### config.mk
export PLATFORM = sky130hd
export DESIGN_NAME = wb_arbiter
export DESIGN_NICKNAME = d
export VERILOG_FILES = /design/src/rtl/wb_arbiter.sv
export SDC_FILE = /design/constraint.sdc
export NUM_CORES = 1
export LEC_CHECK = 0
export CAP_MARGIN = 40
export CORE_MARGIN = 5
export CORE_UTILIZATION = 48
export CTS_BUF_LIST = sky130_fd_sc_hd__clkbuf_16
export CTS_CLUSTER_DIAMETER = 80
export DETAILED_ROUTE_END_ITERATION = 10
export GPL_ROUTABILITY_DRIVEN = 0
export PLACE_DENSITY = 0.81
export SLEW_MARGIN = 20
export SYNTH_ARGS = -nofsm -noshare
export SYNTH_HDL_FRONTEND = slang
export SYNTH_SLANG_ARGS = --single-unit
### constraint.sdc
create_clock -name i_clk -period 6.9 [get_ports i_clk]
set_input_delay 1.38 -clock i_clk [delete_from_list [all_inputs] [get_ports i_clk]]
set_output_delay 1.38 -clock i_clk [all_outputs]
set_load 0.02 [all_outputs]
### src/rtl/wb_arbiter.sv
// Writeback arbiter: merges execute results and load data onto one register-file
// write port, parking a colliding execute result in a one-entry buffer.
module wb_arbiter #(
  parameter int STARVE_MAX = 4
) (
  input  logic        i_clk,
  input  logic        i_rst,
  input  logic        i_ex_valid,
  input  logic        i_ex_is_jal,
  input  logic [4:0]  i_ex_rd,
  input  logic [31:0] i_ex_alu_data,
  input  logic [31:0] i_ex_pc_four,
  output logic        o_ex_ready,
  input  logic        i_ld_valid,
  input  logic [4:0]  i_ld_rd,
  input  logic [31:0] i_ld_data,
  output logic        o_ld_ready,
  output logic [1:0]  o_wb_sel,
  output logic [31:0] o_alu_data,
  output logic [31:0] o_ld_data,
  output logic [31:0] o_pc_four,
  output logic        o_rd_wren,
  output logic [4:0]  o_rd_addr
);

  localparam int CNT_W = (STARVE_MAX > 0) ? $clog2(STARVE_MAX + 1) : 1;
  localparam logic [CNT_W-1:0] STARVE_LIMIT = CNT_W'(STARVE_MAX);

  localparam logic [1:0] SEL_ALU  = 2'b00;
  localparam logic [1:0] SEL_LOAD = 2'b01;
  localparam logic [1:0] SEL_PC4  = 2'b10;
  localparam logic [1:0] SEL_IDLE = 2'b11;

  typedef enum logic {
    EMPTY = 1'b0,
    HELD  = 1'b1
  } state_e;

  typedef enum logic [1:0] {
    SRC_NONE = 2'd0,
    SRC_HELD = 2'd1,
    SRC_LOAD = 2'd2,
    SRC_EX   = 2'd3
  } src_e;

  typedef struct packed {
    logic        is_jal;
    logic [4:0]  rd;
    logic [31:0] alu_data;
    logic [31:0] pc_four;
  } ex_entry_t;

  state_e           state_q, state_d;
  logic [CNT_W-1:0] starve_cnt_q, starve_cnt_d;
  ex_entry_t        hold_q, hold_d;

  logic [1:0]  wb_sel_q, wb_sel_d;
  logic        rd_wren_q, rd_wren_d;
  logic [4:0]  rd_addr_q, rd_addr_d;
  logic [31:0] alu_data_q, alu_data_d;
  logic [31:0] ld_data_q, ld_data_d;
  logic [31:0] pc_four_q, pc_four_d;

  ex_entry_t ex_in;
  ex_entry_t issue_ent;
  src_e      src;
  logic      force_issue;
  logic      ld_ready;
  logic      ex_ready;
  logic      ld_fire;
  logic      ex_fire;
  logic      held_issue;

  // Handshake: a forced held entry blocks loads; the buffer accepts a new
  // execute result only when it is empty or draining this cycle.
  always_comb begin
    ex_in       = '{is_jal: i_ex_is_jal, rd: i_ex_rd,
                    alu_data: i_ex_alu_data, pc_four: i_ex_pc_four};
    force_issue = (state_q == HELD) && (starve_cnt_q == STARVE_LIMIT);
    ld_ready    = !force_issue;
    ld_fire     = i_ld_valid && ld_ready && !i_rst;
    held_issue  = (state_q == HELD) && (force_issue || !ld_fire);
    ex_ready    = (state_q == EMPTY) || held_issue;
    ex_fire     = i_ex_valid && ex_ready && !i_rst;
  end

  // During reset the handshake reflects the reset state, but nothing is accepted.
  assign o_ex_ready = ex_ready || i_rst;
  assign o_ld_ready = ld_ready || i_rst;

  always_comb begin
    src = SRC_NONE;
    if (force_issue) begin
      src = SRC_HELD;
    end else if (ld_fire) begin
      src = SRC_LOAD;
    end else if (state_q == HELD) begin
      src = SRC_HELD;
    end else if (ex_fire) begin
      src = SRC_EX;
    end
  end

  // NOTE: every variable driven here gets a default first, so no path leaves a latch.
  always_comb begin
    state_d      = state_q;
    starve_cnt_d = starve_cnt_q;
    hold_d       = hold_q;
    case (state_q)
      EMPTY: begin
        starve_cnt_d = '0;
        if (ex_fire && ld_fire) begin
          hold_d  = ex_in;
          state_d = HELD;
        end
      end
      HELD: begin
        if (held_issue) begin
          starve_cnt_d = '0;
          if (ex_fire) begin
            hold_d = ex_in;
          end else begin
            state_d = EMPTY;
          end
        end else if (starve_cnt_q != STARVE_LIMIT) begin
          starve_cnt_d = starve_cnt_q + CNT_W'(1);
        end
      end
      default: begin
        state_d      = EMPTY;
        starve_cnt_d = '0;
      end
    endcase
  end

  // Writeback register next-state: data outputs not selected keep their value.
  always_comb begin
    issue_ent  = (src == SRC_HELD) ? hold_q : ex_in;
    wb_sel_d   = SEL_IDLE;
    rd_wren_d  = 1'b0;
    rd_addr_d  = rd_addr_q;
    alu_data_d = alu_data_q;
    ld_data_d  = ld_data_q;
    pc_four_d  = pc_four_q;
    case (src)
      SRC_LOAD: begin
        wb_sel_d  = SEL_LOAD;
        rd_addr_d = i_ld_rd;
        rd_wren_d = |i_ld_rd;
        ld_data_d = i_ld_data;
      end
      SRC_HELD, SRC_EX: begin
        rd_addr_d = issue_ent.rd;
        rd_wren_d = |issue_ent.rd;
        if (issue_ent.is_jal) begin
          wb_sel_d  = SEL_PC4;
          pc_four_d = issue_ent.pc_four;
        end else begin
          wb_sel_d   = SEL_ALU;
          alu_data_d = issue_ent.alu_data;
        end
      end
      default: ;
    endcase
  end

  // NOTE: sequential state uses non-blocking assignments so all registers see
  // the same pre-edge values.
  always_ff @(posedge i_clk) begin
    if (i_rst) begin
      state_q      <= EMPTY;
      starve_cnt_q <= '0;
      wb_sel_q     <= SEL_IDLE;
      rd_wren_q    <= 1'b0;
      rd_addr_q    <= '0;
      alu_data_q   <= '0;
      ld_data_q    <= '0;
      pc_four_q    <= '0;
    end else begin
      state_q      <= state_d;
      starve_cnt_q <= starve_cnt_d;
      wb_sel_q     <= wb_sel_d;
      rd_wren_q    <= rd_wren_d;
      rd_addr_q    <= rd_addr_d;
      alu_data_q   <= alu_data_d;
      ld_data_q    <= ld_data_d;
      pc_four_q    <= pc_four_d;
    end
  end

  // NOTE: the hold buffer payload is not reset; state_q == EMPTY already marks
  // it invalid, so clearing it would only cost reset fan-out.
  always_ff @(posedge i_clk) begin
    hold_q <= hold_d;
  end

  assign o_wb_sel   = wb_sel_q;
  assign o_rd_wren  = rd_wren_q;
  assign o_rd_addr  = rd_addr_q;
  assign o_alu_data = alu_data_q;
  assign o_ld_data  = ld_data_q;
  assign o_pc_four  = pc_four_q;

endmodule

# Word-level counts from Yosys, hierarchy flattened
# Index checks and enable logic that the tools add are counted.
# totals
ff_bits	178
inputBits	111
out_inout_bits	106
wordCells	65
# op_classes
n_addsub	1
eq_ne	9
n_mux	20
bitwise_logic	2
reduce_logical	21
# ops
cell	n
2-to-1 mux 70 bit	4
case mux 70 bit (2 select lines)	1
2-to-1 mux 2 bit	5
case mux 5 bit (2 select lines)	1
OR reduction 5 bit	2
logical AND 1 bit	7
2-to-1 mux 3 bit	2
inequality test 2 x 1 -> 1 bit (second input constant)	3
case mux 3 bit (2 select lines)	1
equality test 2 bit (second input constant)	2
logical OR 1 bit	4
case mux 1 bit (2 select lines)	2
case mux 2 bit (2 select lines)	1
AND reduction 2 bit	2
adder 3 x 1 -> 3 bit (second input constant)	1
equality test 3 bit (second input constant)	1
zero test 1 bit	3
2-to-1 mux 1 bit	3
inequality test 3 x 1 -> 1 bit (second input constant)	1
inequality test 3 bit (second input constant)	1
AND reduction 3 bit	1
equality test 2 x 1 -> 1 bit (second input constant)	1
inverter 1 bit	2
nonzero test 2 bit	1
OR reduction 2 bit	1

# Depth between registers and ports, before layout
# depth
ltp_word	19
depth_mapped	9
ltp_nobuf	7

# Least setup slack after synthesis
# No wires, ideal clock.
# synth_timing
kind	input port to flip-flop
start	input port i_rst
end	register hold_q[0] in the netlist's numbering (enable)
setup_time_ns	0.521
arrival_ns	5.304
t_required_ns	6.379
slack_ns	1.075
stages	4
n_path_buf	1
cell_sequence	nand2b_1 -> a21oi_1 -> clkbuf_1 -> a21oi_1
# synth_via
elab_chain_cells	11
word_cells_on_any_way	13
cone_classes	eq/ne: 3; reduce/logical: 10
# synth_rtl
element	line	text
start, declared	7	input logic i_rst,
zero test 1 bit *	81, 84	
logical AND 1 bit	81	ld_fire = i_ld_valid && ld_ready && !i_rst;
zero test 1 bit	82	held_issue = (state_q == HELD) && (force_issue || !ld_fire);
logical OR 1 bit	82	
logical AND 1 bit	82	
logical OR 1 bit	83	ex_ready = (state_q == EMPTY) || held_issue;
logical AND 1 bit (2 in series)	84	ex_fire = i_ex_valid && ex_ready && !i_rst;
logical AND 1 bit	112	if (ex_fire && ld_fire) begin
inequality test 2 x 1 -> 1 bit (no source line)	-	
AND reduction 3 bit (no source line) *	-	
end signal, assigned	194	hold_q <= hold_d;
end, declared	55	ex_entry_t hold_q, hold_d;
# Every way passes the cells marked *; elsewhere a longest branch is shown, timed or not.
# A chain may end at the register's enable or synchronous reset.

# Final worst setup path
# layout_timing
start	input port i_ld_valid
end	output port o_ex_ready
# layout_via
elab_chain_cells	7
# layout_rtl
element	line	text
start, declared	14	input logic i_ld_valid,
logical AND 1 bit (2 in series)	81	
zero test 1 bit	82	
logical OR 1 bit	82	
logical AND 1 bit	82	
logical OR 1 bit	83	
logical OR 1 bit	88	assign o_ex_ready = ex_ready || i_rst;
end, declared	13	output logic o_ex_ready,
# No other way between the ends.

==> run_results.csv <==
group,metric,value,unit
floorplan,die_h,135,um
floorplan,coreArea,15300,sq um
yosys,ys_types,35,
yosys,synthFlopType,"dfxtp_1",
setup_path,critPathSlowestCell,"clkdlybuf4s50_1",
yosys,netlist_area,7470,sq um
setup_path,cp.arrival,3.46,ns
timing,slew_viol_final,0,
drt,vias,6641,
floorplan,pin_count,217,
global_routing,grt_pass1_vias,6397,
timing,setup_tns,0,ns
cells_and_area,num_antenna_cells,0,
clock_tree,post-cts-setup-buffer-count,0,
power,power.share.switching,26.1,%
placement,place_area,9840,sq um
drt,drc,0,
power,ir_worst_vdd,0.000167,V
placement,dp.cells,1164,
hold_path,hp-class,"reg2reg",
clock_tree,cts_htree_levels,4,
yosys,yosysWarnings,0,
yosys,syn_avg_cell_area,9.48,sq um
clock_tree,cts_tree,"yes",
timing,fin_worst_skew,0.00663,ns
setup_path,crit_chain,"clkdlybuf4s50_1 -> nand2b_1 -> a21oi_2 -> buf_4 -> nand2_1 -> clkdlybuf4s50_1",
global_routing,grt.total_usage,22.6,%
yosys,async_reset_ff_share,0,%
power,power.switching,696,uW
clock_tree,clockBufferDepth,2,
timing,fin_hold_ws,0.453,ns
setup_path,cp.required,5.52,ns
cells_and_area,nFillCells,1157,
yosys,synth_nets,901,
floorplan,die_area,18200,sq um
clock_tree,clk_latency,0.42,ns
setup_path,start_kind,"primary input",
clock_tree,root_buffer,"clkbuf_16",
setup_path,crit_top_cell,"clkdlybuf4s50_1",
power,power.density,256,nW/um^2
floorplan,start_util,49.0,%
setup_path,r2r-end,"hold_q[67]",
drt,drtPass1Iterations,5,
setup_path,ff2ff_setup_slack,3.86,ns
setup_path,cp_slowest_stage_delay,0.62,ns
power,power_frac_comb,18.3,%
timing,fin_crit_sh,70.1,%
hold_path,hp-start,"starve_cnt_q[0]",
hold_path,min_to,"starve_cnt_q[0]",
timing,maxSlewHeadroom,47.3,%
cells_and_area,area_growth,39.3,%
yosys,ys_ff_latch,178,
power,pwr-share-seq,46.2,%
clock_tree,ctsHoldBuffers,0,
power,p_clk_share,35.5,%
yosys,ys_seq_area_share,57.1,%
clock_tree,cts_made_buffers,17,
drt,avgRoutedWirePerCell,17.4,um
yosys,synth_top_area_share,28.9,%
clock_tree,path_clk_slew,0.06,ns
run,max_cap_viol_count,0,
drt,drtAntennaViolNets,0,
setup_path,crit_type,"in2out",
drt,drt-initial-drc-count,494,
setup_path,worstRegToRegCells,7,
yosys,synth-edff-count,70,
outcome,status,"completed",
yosys,syn-instance-count,788,
drt,viasPerCell,5.55,
floorplan,die_w,135,um
clock_tree,cts.sinks,178,
power,cell_internal_pwr,1.97,mW
cells_and_area,drive_gt1_share,5.08,%
timing,hold_viol_final,0,
global_routing,grt_overflow,0,
timing,layout_min_cycle_time,4.84,ns
floorplan,std_cell_rows,45,
timing,setup_viol_count_final,0,
yosys,synth_top_area_cell,"dfxtp_1",
setup_path,cp-end-kind,"primary output",
cells_and_area,final_area,10400,sq um
power,power.leakage,3.90,nW
cells_and_area,layoutNonFillerInstCount,1196,
yosys,synthTopCellsByArea,"dfxtp_1 (29%), edfxtp_1 (28%), nand2_1 (8.3%)",
timing,rsz0062_at_grt,"no",
setup_path,reg2reg_from,"starve_cnt_q[0]",
drt,drt-total-wl,20800,um
cells_and_area,fin_util,68.2,%
setup_path,crit_fanout,40,
cells_and_area,nNetsFinal,1085,
placement,hpwl,14000,um
hold_path,whs_path_depth,1,
placement,portBuffers,216,
clock_tree,cts-resized-gates,0,
global_routing,grt_pass1_wl,32900,um
timing,fmax,207,MHz
global_routing,grt_antenna_before_repair,0,
global_routing,grt_max_degree,66,
timing,worstMarginPinSlew,0.788,ns
## layout by cell type, fill, tap and decap left out, types with 17 or more instances in the layout
| cell type | n |
|---|---|
| o21ai_1 | 22 |
| dfxtp_1 | 108 |
| inv_1 | 37 |
| nand2_1 | 165 |
| a211oi_1 | 32 |
| clkbuf_16 | 17 |
| o21ai_0 | 45 |
| nand3_1 | 35 |
| edfxtp_1 | 70 |
| o211ai_1 | 65 |
| a2111oi_0 | 32 |
| clkdlybuf4s50_1 | 214 |
| a31oi_1 | 32 |
| nor2_1 | 39 |
## critical path: cells and delay by family
kind / cells / cell delay [ns]
AOI/OAI and AO/OA: 1 / 0.14
and+or+nand+nor: 2 / 0.36
buffers and inverters: 3 / 1.56
## cell usage after synthesis, drive strengths merged (2+ instances only)
cell     number
nand2       165
dfxtp       108
edfxtp       70
o21ai        68
o211ai       65
clkbuf       47
nor2         40
inv          35
nand3        35
a2111oi      32
a211oi       32
a31oi        32
buf          20
o22ai         6
a22oi         5
mux2i         5
a21oi         3
and2          2
ha            2
nand2b        2
nor2b         2
or4           2
## metrics by stage
stage	setup slack, ns	total power [mW]
2_1_floorplan	1.08	1.48
3_3_place_gp	2.09	1.72
3_5_place_dp	2.07	1.74
4_1_cts	2.07	2.68
5_1_grt	1.93	2.78
6_report	2.06	2.66
## kinds of logic (layout without fill, tap and decap cells)
logic type | after synthesis | count (layout) | share of synthesized area [%]
AND/OR/NAND/NOR | 250 | 250 | 13.5
adder cells (fa/ha/maj) | 2 | 2 | 0.335
multiplexers | 5 | 5 | 0.670
flip-flops | 178 | 178 | 57.1
AO/OA/AOI/OAI | 249 | 249 | 22.8
XOR/XNOR | 1 | 1 | 0.117
buffers and inverters | 103 | 300 | 5.49
## registers in the layout (all words and copies together), names as in the netlist
| signal | flops |
|---|---|
| o_pc_four | 32 |
| o_alu_data | 32 |
| o_wb_sel | 2 |
| hold_q | 70 |
| state_q | 1 |
| o_rd_addr | 5 |
| o_ld_data | 32 |
| o_rd_wren | 1 |
| starve_cnt_q | 3 |
## power groups by stage
stage               logic, mW  registers (mW)  clock network (mW)
floorplan               0.156            1.32                   0
global placement        0.474            1.25                   0
detailed placement      0.489            1.25                   0
CTS                     0.492            1.23               0.962
global route            0.525            1.24                1.01
finish                  0.488            1.23               0.944
## how the worst max path moves through the flow
stage	startpoint	endpoint	slack [ns]	cells past startpoint
2_1_floorplan	i_rst	hold_q[0]	1.08	4
3_3_place_gp	i_ld_valid	o_ex_ready	2.09	6
3_5_place_dp	i_ld_valid	o_ex_ready	2.07	6
4_1_cts	i_ld_valid	o_ex_ready	2.07	6
5_1_grt	i_ld_valid	o_ex_ready	1.93	6
6_report	i_ld_valid	o_ex_ready	2.06	6
## area by class of cell
| class | count | area, sq um | share of cell area, % |
|---|---|---|---|
| well taps | 211 | 264 | 2.54 |
| flip-flops and latches | 178 | 4260 | 41.0 |
| clock buffers | 17 | 425 | 4.09 |
| clock inverters | 15 | 150 | 1.44 |
| repair buffers | 232 | 2340 | 22.5 |
| multi-input cells | 507 | 2840 | 27.2 |
| inverters | 36 | 135 | 1.30 |
## layer usage
metal	vias up	wire, um	global-route usage, %
li1	3247	-	-
met1	3115	8710	29.5
met2	240	10100	36.6
met3	39	1450	5.89
met4	0	502	7.58
met5	-	0	0
Note: power is estimated with default switching activity, not from simulation.
